[config.mk]
export PLATFORM = sky130hd
export DESIGN_NAME = note_player_flat
export DESIGN_NICKNAME = d
export VERILOG_FILES = /design/src/rtl/music_defs.sv /design/src/rtl/note_player_if.sv /design/src/rtl/frequency_rom.sv /design/src/rtl/note_player.sv /design/src/flat_wrapper.sv
export SDC_FILE = /design/constraint.sdc
export NUM_CORES = 1
export LEC_CHECK = 0
export ABC_AREA = 1
export CAP_MARGIN = 20
export CORE_ASPECT_RATIO = 2
export CORE_MARGIN = 2
export CORE_UTILIZATION = 41
export DETAILED_ROUTE_END_ITERATION = 10
export GPL_TIMING_DRIVEN = 1
export SLEW_MARGIN = 5
export SYNTH_ARGS = -nofsm -noshare
export SYNTH_HDL_FRONTEND = slang
export SYNTH_SLANG_ARGS = --single-unit
[constraint.sdc]
create_clock -name clk -period 6.55 [get_ports clk]
set_clock_uncertainty 0.15 [all_clocks]
set_input_delay 1.31 -clock clk [delete_from_list [all_inputs] [get_ports clk]]
set_output_delay 1.31 -clock clk [all_outputs]
set_load 0.005 [all_outputs]
[src/rtl/music_defs.sv]
// Shared widths and FSM encodings for the song playback datapath.
package music_defs;

  localparam int NOTE_WIDTH     = 6;
  localparam int DURATION_WIDTH = 6;
  localparam int STEP_WIDTH     = 20;
  localparam int PHASE_WIDTH    = 22;
  localparam int ADDR_WIDTH     = 10;
  localparam int ROM_DEPTH      = 1 << NOTE_WIDTH;

  typedef enum logic [1:0] {
    NP_IDLE    = 2'b00,
    NP_LOAD    = 2'b01,
    NP_PLAYING = 2'b10,
    NP_DONE    = 2'b11
  } np_state_e;

  function automatic logic [PHASE_WIDTH-1:0] extend_step(input logic [STEP_WIDTH-1:0] step);
    return {{(PHASE_WIDTH-STEP_WIDTH){1'b0}}, step};
  endfunction

endpackage

[src/rtl/note_player_if.sv]
// Reader-to-player link: note handshake, timing strobes and sample address.
interface note_player_if;
  import music_defs::*;

  logic                      play;
  logic [NOTE_WIDTH-1:0]     note;
  logic [DURATION_WIDTH-1:0] duration;
  logic                      load_new_note;
  logic                      beat;
  logic                      generate_next_sample;
  logic                      note_done;
  logic [ADDR_WIDTH-1:0]     sample_addr;
  logic                      sample_valid;
  logic                      silent;

  modport master (
    output play, note, duration, load_new_note, beat, generate_next_sample,
    input  note_done, sample_addr, sample_valid, silent
  );

  modport slave (
    input  play, note, duration, load_new_note, beat, generate_next_sample,
    output note_done, sample_addr, sample_valid, silent
  );

endinterface

[src/rtl/frequency_rom.sv]
// Note index to phase step, 1-cycle registered read. Steps are f * 2^22 / 48 kHz,
// equal temperament with A4 (440 Hz) at index 49; index 0 is the rest.
module frequency_rom
  import music_defs::*;
(
  input  logic                  clk,
  input  logic                  reset,
  input  logic [NOTE_WIDTH-1:0] addr_i,
  output logic [STEP_WIDTH-1:0] dout_o
);

  localparam logic [STEP_WIDTH-1:0] STEP_TABLE [ROM_DEPTH] = '{
    20'd0,     20'd2403,  20'd2546,  20'd2697,  20'd2858,  20'd3028,  20'd3208,  20'd3398,
    20'd3600,  20'd3815,  20'd4041,  20'd4282,  20'd4536,  20'd4806,  20'd5092,  20'd5395,
    20'd5715,  20'd6055,  20'd6415,  20'd6797,  20'd7201,  20'd7629,  20'd8083,  20'd8563,
    20'd9072,  20'd9612,  20'd10184, 20'd10789, 20'd11431, 20'd12110, 20'd12830, 20'd13593,
    20'd14402, 20'd15258, 20'd16165, 20'd17127, 20'd18145, 20'd19224, 20'd20367, 20'd21578,
    20'd22861, 20'd24221, 20'd25661, 20'd27187, 20'd28803, 20'd30516, 20'd32331, 20'd34253,
    20'd36290, 20'd38448, 20'd40734, 20'd43156, 20'd45722, 20'd48441, 20'd51322, 20'd54373,
    20'd57607, 20'd61032, 20'd64661, 20'd68506, 20'd72580, 20'd76896, 20'd81468, 20'd86312
  };

  logic [STEP_WIDTH-1:0] dout_q;

  always_ff @(posedge clk or posedge reset) begin
    if (reset) begin
      dout_q <= '0;
    end else begin
      dout_q <= STEP_TABLE[addr_i];
    end
  end

  assign dout_o = dout_q;

endmodule

[src/rtl/note_player.sv]
// Times one note in beats and advances the sine phase accumulator while it plays.
//   state      | meaning
//   NP_IDLE    | waiting for load_new_note
//   NP_LOAD    | frequency ROM read in flight, step captured at end
//   NP_PLAYING | counting beats, accumulating phase when play=1
//   NP_DONE    | note_done high for this single cycle
module note_player
  import music_defs::*;
(
  input  logic clk,
  input  logic reset,
  note_player_if.slave np
);

  np_state_e                 state_q;
  logic [NOTE_WIDTH-1:0]     cur_note_q;
  logic [NOTE_WIDTH-1:0]     cur_note_d;
  logic [DURATION_WIDTH-1:0] count_q;
  logic [STEP_WIDTH-1:0]     step_q;
  logic [STEP_WIDTH-1:0]     rom_dout;
  logic [PHASE_WIDTH-1:0]    phase_q;
  logic                      note_done_q;
  logic                      sample_valid_q;
  logic                      accept_load;
  logic                      run;
  logic                      take_sample;

  assign accept_load = np.load_new_note & ((state_q == NP_IDLE) | (state_q == NP_PLAYING));
  assign run         = (state_q == NP_PLAYING) & np.play;
  assign take_sample = run & np.generate_next_sample;

  // ROM is addressed with the incoming note so its output is ready during LOAD.
  assign cur_note_d = accept_load ? np.note : cur_note_q;

  frequency_rom u_frequency_rom (
    .clk    (clk),
    .reset  (reset),
    .addr_i (cur_note_d),
    .dout_o (rom_dout)
  );

  always_ff @(posedge clk or posedge reset) begin
    if (reset) begin
      state_q        <= NP_IDLE;
      cur_note_q     <= '0;
      count_q        <= '0;
      step_q         <= '0;
      phase_q        <= '0;
      note_done_q    <= 1'b0;
      sample_valid_q <= 1'b0;
    end else begin
      note_done_q    <= 1'b0;
      sample_valid_q <= take_sample;
      cur_note_q     <= cur_note_d;
      if (take_sample) begin
        phase_q <= phase_q + extend_step(step_q);
      end
      case (state_q)
        NP_IDLE: begin
          if (accept_load) begin
            count_q <= np.duration;
            state_q <= NP_LOAD;
          end
        end
        NP_LOAD: begin
          step_q <= (cur_note_q == '0) ? '0 : rom_dout;
          if (count_q == '0) begin
            note_done_q <= 1'b1;
            state_q     <= NP_DONE;
          end else begin
            state_q <= NP_PLAYING;
          end
        end
        NP_PLAYING: begin
          // A reload aborts the current note silently and swallows a coincident beat.
          if (accept_load) begin
            count_q <= np.duration;
            state_q <= NP_LOAD;
          end else if (run & np.beat) begin
            count_q <= count_q - DURATION_WIDTH'(1);
            if (count_q == DURATION_WIDTH'(1)) begin
              note_done_q <= 1'b1;
              state_q     <= NP_DONE;
            end
          end
        end
        NP_DONE: begin
          state_q <= NP_IDLE;
        end
        default: begin
          state_q <= NP_IDLE;
        end
      endcase
    end
  end

  assign np.note_done    = note_done_q;
  assign np.sample_valid = sample_valid_q;
  assign np.sample_addr  = phase_q[PHASE_WIDTH-1 -: ADDR_WIDTH];
  assign np.silent       = (state_q != NP_PLAYING) | ~np.play | (cur_note_q == '0);

  a_done_single: assert property (@(posedge clk) disable iff (reset)
    note_done_q |=> !note_done_q);
  a_count_live: assert property (@(posedge clk) disable iff (reset)
    (state_q == NP_PLAYING) |-> (count_q != '0));
  a_rest_still: assert property (@(posedge clk) disable iff (reset)
    ((state_q == NP_PLAYING) && (cur_note_q == '0)) |-> (step_q == '0));

endmodule

[src/flat_wrapper.sv]
// flat-port wrapper written by rule: the top's interface ports become plain ports
module note_player_flat import music_defs::*;
  (clk, reset, np_play, np_note, np_duration, np_load_new_note, np_beat, np_generate_next_sample, np_note_done, np_sample_addr, np_sample_valid, np_silent);
  note_player_if np_i ();
  input  logic clk;
  input  logic reset;
  input wire logic [$bits(np_i.play)-1:0] np_play;
  input wire logic [$bits(np_i.note)-1:0] np_note;
  input wire logic [$bits(np_i.duration)-1:0] np_duration;
  input wire logic [$bits(np_i.load_new_note)-1:0] np_load_new_note;
  input wire logic [$bits(np_i.beat)-1:0] np_beat;
  input wire logic [$bits(np_i.generate_next_sample)-1:0] np_generate_next_sample;
  output wire logic [$bits(np_i.note_done)-1:0] np_note_done;
  output wire logic [$bits(np_i.sample_addr)-1:0] np_sample_addr;
  output wire logic [$bits(np_i.sample_valid)-1:0] np_sample_valid;
  output wire logic [$bits(np_i.silent)-1:0] np_silent;
  assign np_i.play = np_play;
  assign np_i.note = np_note;
  assign np_i.duration = np_duration;
  assign np_i.load_new_note = np_load_new_note;
  assign np_i.beat = np_beat;
  assign np_i.generate_next_sample = np_generate_next_sample;
  assign np_note_done = np_i.note_done;
  assign np_sample_addr = np_i.sample_addr;
  assign np_sample_valid = np_i.sample_valid;
  assign np_silent = np_i.silent;
  note_player u_core (.clk(clk), .reset(reset), .np(np_i));
endmodule
==> flow_summary.ini <==
[critical_path]
rr_worst_depth = 15
critPathKind = register to output pin
startpoint_type = register
crit_arrival_ns = 2.53
crit_required_ns = 5.09
end_kind = output pin
cp_max_fo = 18

[sta]
hold_viol = 0
grt_setup_unrepaired = false
finalSetupViolCount = 0
fin_crit_sh_pct = 60.9
setup_tns_ns = 0
fin_crit_ns = 3.99
holdWs_ns = 0.333
max_slew_margin_pct = 33.0
setup_slack_ns = 2.56
clock.fmax_mhz = 250
tightest_slew_ns = 1.00
drv_slew = 0

[yosys]
ys_async_sr_fraction_pct = 100
synth_top_area_share_pct = 32.0
yosys.cell_count.top_type = nand2_1
synth.distinct_cells = 40
synth_top_family_by_area = simple AND/OR/NAND/NOR gates
ys_ff_latch = 72
syn_area_um2 = 5620
syn_inst = 850
synth-compound-area-share_pct = 7.90
synth.net_count = 903
seq_area_frac_synth_pct = 32.0
synth_edf_count = 0
yosysTopAreaCell = dfrtp_1
synth.area.top_cells = dfrtp_1 32%, nand2_1 21%, nand3_1 10%
synthMuxAreaShare_pct = 0
synth_common_cells = 309 x nand2_1, 116 x nand3_1, 85 x inv_1, 72 x dfrtp_1, 49 x nor2_1
synth-adder-area-share_pct = 7.92
yosysWarnings = 0
ys.flop_type = dfrtp_1
yosys.area_share.simple_pct = 40.2
synth_area_per_cell_um2 = 6.62
synthXorXnorAreaFrac_pct = 1.40

[floorplanning]
io_pins = 31
core_um2 = 13400
start_util_pct = 41.9
dieHeight_um = 170
die_x_um = 86.8
die_area_um2 = 14700
rows = 60

[clock_tree]
cts_tree = built
postCtsSetupRepairBufs = 0
cts_buffer_depth = 2
cts.htree.levels = 3
clkTransAtPathRegs_ns = 0.06
post_cts_resized = 0
insertion_delay_ns = 0.32
hold_buffers = 0
clock_sinks = 72
root_buffer = clkbuf_16
cts_buffers = 9

[global_routing]
grt_pass1_wl_um = 26900
grtUsageTotal_pct = 23.6
gr-total-overflow = 0
grt_pass1_vias = 5502
grt_max_degree = 64
antenna_found_initial = 0

[layout]
regArea_um2 = 1800
fin_util_pct = 46.0
drive_gt1_share_pct = 5.21
diodes = 0
final_cell_area_um2 = 6180
fillers = 1416
multi_input_area_um2 = 3230
syn_to_final_growth_pct = 9.90
final_nets = 912
fin_cells = 1018

[power]
switching_power_mw = 1.87
p_int_mw = 1.66
ir_worst_vdd_v = 0.000280
clockPowerShare_pct = 12.9
p_leak_nw = 3.22
power.total_mw = 3.53
power_frac_comb_pct = 65.8
seqPwrFrac_pct = 21.3
powerDensity_nw_per_um2 = 571
switching_share_pct = 53.0

[place]
place_ws_ns = 2.37
dp_cells = 1002
hpwl_um = 12700
port_buffers = 30
finalWeightedCongestion = 0.948
postPlaceCellArea_um2 = 5890

[route]
ant_nets = 0
first_iter_violations = 307
totalWireLength_um = 16500
via_per_inst = 5.40
post-route-drc-count = 0
drtPass1Iterations = 5
wl_per_cell_um = 16.2
vias = 5499

[min_path]
hold_class = register to register
min_path_cells = 2

[run]
maxCapViolCount = 0

[run_status]
status = finished, final reports clean
## critical path: stages (launching register included)
cell,delay [ns]
dfrtp_1,0.39
nor4_1,0.40
nand3_1,0.63
nand3_1,0.24
clkdlybuf4s50_1,0.53
## logic make-up (layout without fill, tap and decap cells)
group / after synthesis / in the layout
buffers and inverters: 127 / 140
AND/OR/NAND/NOR: 524 / 524
XOR/XNOR: 9 / 9
flip-flops: 72 / 72
adder cells (fa/ha/maj): 35 / 35
AO/OA/AOI/OAI: 83 / 83
## per-layer routing
metal / vias up / share of wire (%) / global-route usage [%]
li1: 2735 / - / -
met5: - / 0 / 0
met1: 2532 / 34 / 22.8
met4: 0 / 8.8 / 19.6
met2: 155 / 54 / 43.2
met3: 77 / 2.9 / 2.24
## sequential cells by signal, summed over array words and instances (netlist names)
register	flops
u_core.phase_q	22
u_core.step_q	17
u_core.u_frequency_rom.dout_o	17
u_core.count_q	6
u_core.cur_note_q	6
u_core.state_q	2
u_core.np.note_done	1
u_core.np.sample_valid	1
## power by group through the flow
stage / combinational (mW) / clock [mW] / sequential, mW
3_3_place_gp: 2.28 / 0 / 0.761
2_1_floorplan: 1.78 / 0 / 0.724
4_1_cts: 2.28 / 0.468 / 0.755
6_report: 2.32 / 0.455 / 0.751
5_1_grt: 2.63 / 0.480 / 0.774
3_5_place_dp: 2.27 / 0 / 0.763
## cell usage in the layout (no fill, tap or decap), types with 2 or more instances in the layout
master             n
buf_4              3
and2_1             4
xnor2_1            7
nand3_2            2
o211ai_1           2
dfrtp_1           72
clkbuf_8           2
xor2_1             2
nand4_1            5
nand2_1          309
nand2_2           11
o22ai_1            2
nor3_1             6
a21oi_1           25
ha_1              34
clkinv_2           2
clkbuf_16          9
o21ai_0           45
clkdlybuf4s50_1   30
inv_1             84
nor2_1            49
nand3_1          116
o21ai_1            2
nor2_2             4
inv_2              6
nand3b_1          12
## path summary, 6_finish.rpt
| check | start | end | slack (ns) |
|---|---|---|---|
| worst max-delay path | u_core.cur_note_q[2] | np_silent | 2.56 |
| worst min-delay path | u_core.u_frequency_rom.dout_o[14] | u_core.step_q[14] | 0.33 |
| worst max register to register | u_core.state_q[0] | u_core.u_frequency_rom.dout_o[9] | 3.41 |
| worst min register to register | u_core.u_frequency_rom.dout_o[14] | u_core.step_q[14] | 0.33 |
| max in group asynchronous | reset | u_core.u_frequency_rom.dout_o[12] | 4.14 |
| min in group asynchronous | reset | u_core.count_q[3] | 1.07 |
## cell type report
class | count | share of cell area (%)
clock buffer | 12 | 4.15
clock inverter | 3 | 0.283
inverter | 91 | 5.53
multi-input combinational | 651 | 52.3
sequential | 72 | 29.1
tap | 155 | 3.14
timing repair buffer | 34 | 5.47
Note: power is estimated with default switching activity, not from simulation.
==> RTL change: new RTL, same flow settings <==
Re-encode `np_state_e` (4 states) as one-hot, 4 bits wide.
--- a/src/rtl/music_defs.sv
+++ b/src/rtl/music_defs.sv
@@ -8,11 +8,11 @@
   localparam int ADDR_WIDTH     = 10;
   localparam int ROM_DEPTH      = 1 << NOTE_WIDTH;
 
-  typedef enum logic [1:0] {
-    NP_IDLE    = 2'b00,
-    NP_LOAD    = 2'b01,
-    NP_PLAYING = 2'b10,
-    NP_DONE    = 2'b11
+  typedef enum logic [3:0] {
+    NP_IDLE    = 4'b0001,
+    NP_LOAD    = 4'b0010,
+    NP_PLAYING = 4'b0100,
+    NP_DONE    = 4'b1000
   } np_state_e;
 
   function automatic logic [PHASE_WIDTH-1:0] extend_step(input logic [STEP_WIDTH-1:0] step);
Formal check against the unedited RTL: same outputs for any inputs over 4 cycles, from zero or initial values and one cycle with reset high; so few cycles prove little.
==> RTL change against the unedited design <==
Count of clock-buffer cells in the layout did not move. Non-clock buffer count did not move. Worst setup slack improved by 0.12 ns. Total power fell by 1.6%. Sequential cell count rose by 2. Cell area fell by 3.6%. Routed wire length fell by 2.5%. Area after synthesis fell by 4.5%. Hold slack got worse by 0.018 ns. Critical path type unchanged. Critical endpoint unchanged.
==> RTL change: results (changes against the unedited design) <==
Pin count of the biggest net entering global routing -> 75 (was 64)
First-pass GRT wire length -> 26,000 um (was 26,900 um)
Sequential share of the synthesized area -> 34.5% (was 32.0%)
Arrival time at the worst endpoint -> 2.42 ns (was 2.53 ns)
Top-count cell post-synth -> nand2_1 (unchanged)
Commonest cells post-synth -> nand2_1 (274), nand3_1 (118), dfrtp_1 (73), inv_1 (67), o21ai_0 (34) (was nand2_1 (309), nand3_1 (116), inv_1 (85), dfrtp_1 (72), nor2_1 (49))
Pre-Repair DR Iteration Count -> 5 (unchanged)
Power Clock -> 509 uW (was 455 uW)
Layout cell share with drive strength beyond 1 -> 6.20% (was 5.21%)
Worst-skew pair later-pin latency -> 0.34 ns (was 0.32 ns)
Nets -> 835 (was 912)
Wirelength per Cell -> 17.1 um (was 16.2 um)
Initial antenna violation count -> 0 (unchanged)
GRT Util Overall -> 23.6% (about the same)
CTS resizes -> 0 (unchanged)
Top cells by area, synth -> dfrtp_1 (34%), nand2_1 (19%), nand3_1 (11%) (was dfrtp_1 (32%), nand2_1 (21%), nand3_1 (10%))
Tightest Pin Transition -> 0.966 ns (was 1.00 ns)
Placed Area -> 5650 um2 (was 5890 um2)
CTS Buffer Depth -> 2 (unchanged)
Internal power -> 1.64 mW (was 1.66 mW)
Distinct cells, synth -> 39 (was 40)
Logic pwr share -> 63.6% (was 65.8%)
CP max stage delay -> 0.59 ns (was 0.63 ns)
Root Driver -> clkbuf_16 (unchanged)
GPL Wtd Cong -> 1.05 (was 0.948)
Status -> finished, final reports clean (unchanged)
Initial DRC Count -> 246 (was 307)
Synth Warn # -> 0 (unchanged)
Vias per cell -> 5.41 (was 5.40)
Worst ir drop on vdd -> 0.312 mV (was 0.280 mV)
Vias in the first global route -> 5,217 (was 5,502)
H-Tree Depth -> 3 (unchanged)
HPWL after DPL -> 12,200 um (was 12,700 um)
Leak -> 3.15 nW (was 3.22 nW)
Syn Nets -> 824 (was 903)
Asr flop ratio synth -> 100% (unchanged)
RTL change: cell type report:
| class | count | area, um2 |
|---|---|---|
| inverter | 71 | 267 |
| clock inverter | 4 | 50.0 |
| clock buffer | 12 | 256 |
| sequential | 74 | 1850 |
| multi-input combinational | 595 | 3020 |
| timing repair buffer | 34 | 328 |
| fill | 1359 | 6960 |
| tap | 152 | 190 |
RTL change: routing by layer:
layer	share of wire [%]	GRT usage [%]	wire, um
met4	7.3	17.6	1170
met3	3.1	2.83	506
met5	0	0	0
met2	55	43.7	8850
met1	35	22.9	5580
RTL change: per-stage QoR:
step / setup slack, ns / hold slack, ns / total power, mW / instances
after floorplan: 3.21 / 0.295 / 2.40 / 774
after global placement: 2.44 / 0.300 / 2.92 / 925
after detailed placement: 2.39 / 0.307 / 2.93 / 925
after CTS: 2.63 / 0.319 / 3.46 / 941
after global routing: 2.46 / 0.338 / 3.78 / 942
final: 2.67 / 0.315 / 3.47 / 942
RTL change: kinds of logic after synthesis:
kind of cell / after synthesis / share of synthesized area, %
DFF: 74 / 34.5
adders and majority gates: 32 / 7.60
buffers and inverters: 105 / 9.41
xor gates and xnor gates: 14 / 2.28
and+or+nand+nor: 468 / 37.9
AOI/OAI and AO/OA: 81 / 8.27
RTL change: worst paths after layout:
check	to	slack, ns	cells after the start	startpoint
max	np_silent	2.67	4	u_core.cur_note_q[2]
min	u_core.step_q[11]	0.31	2	u_core.u_frequency_rom.dout_o[11]
max reg2reg	u_core.u_frequency_rom.dout_o[11]	3.55	15	u_core.state_q[0]
min reg2reg	u_core.step_q[11]	0.31	2	u_core.u_frequency_rom.dout_o[11]
max in group asynchronous	u_core.u_frequency_rom.dout_o[7]	4.18	3	reset
min in group asynchronous	u_core.count_q[5]	1.41	3	reset
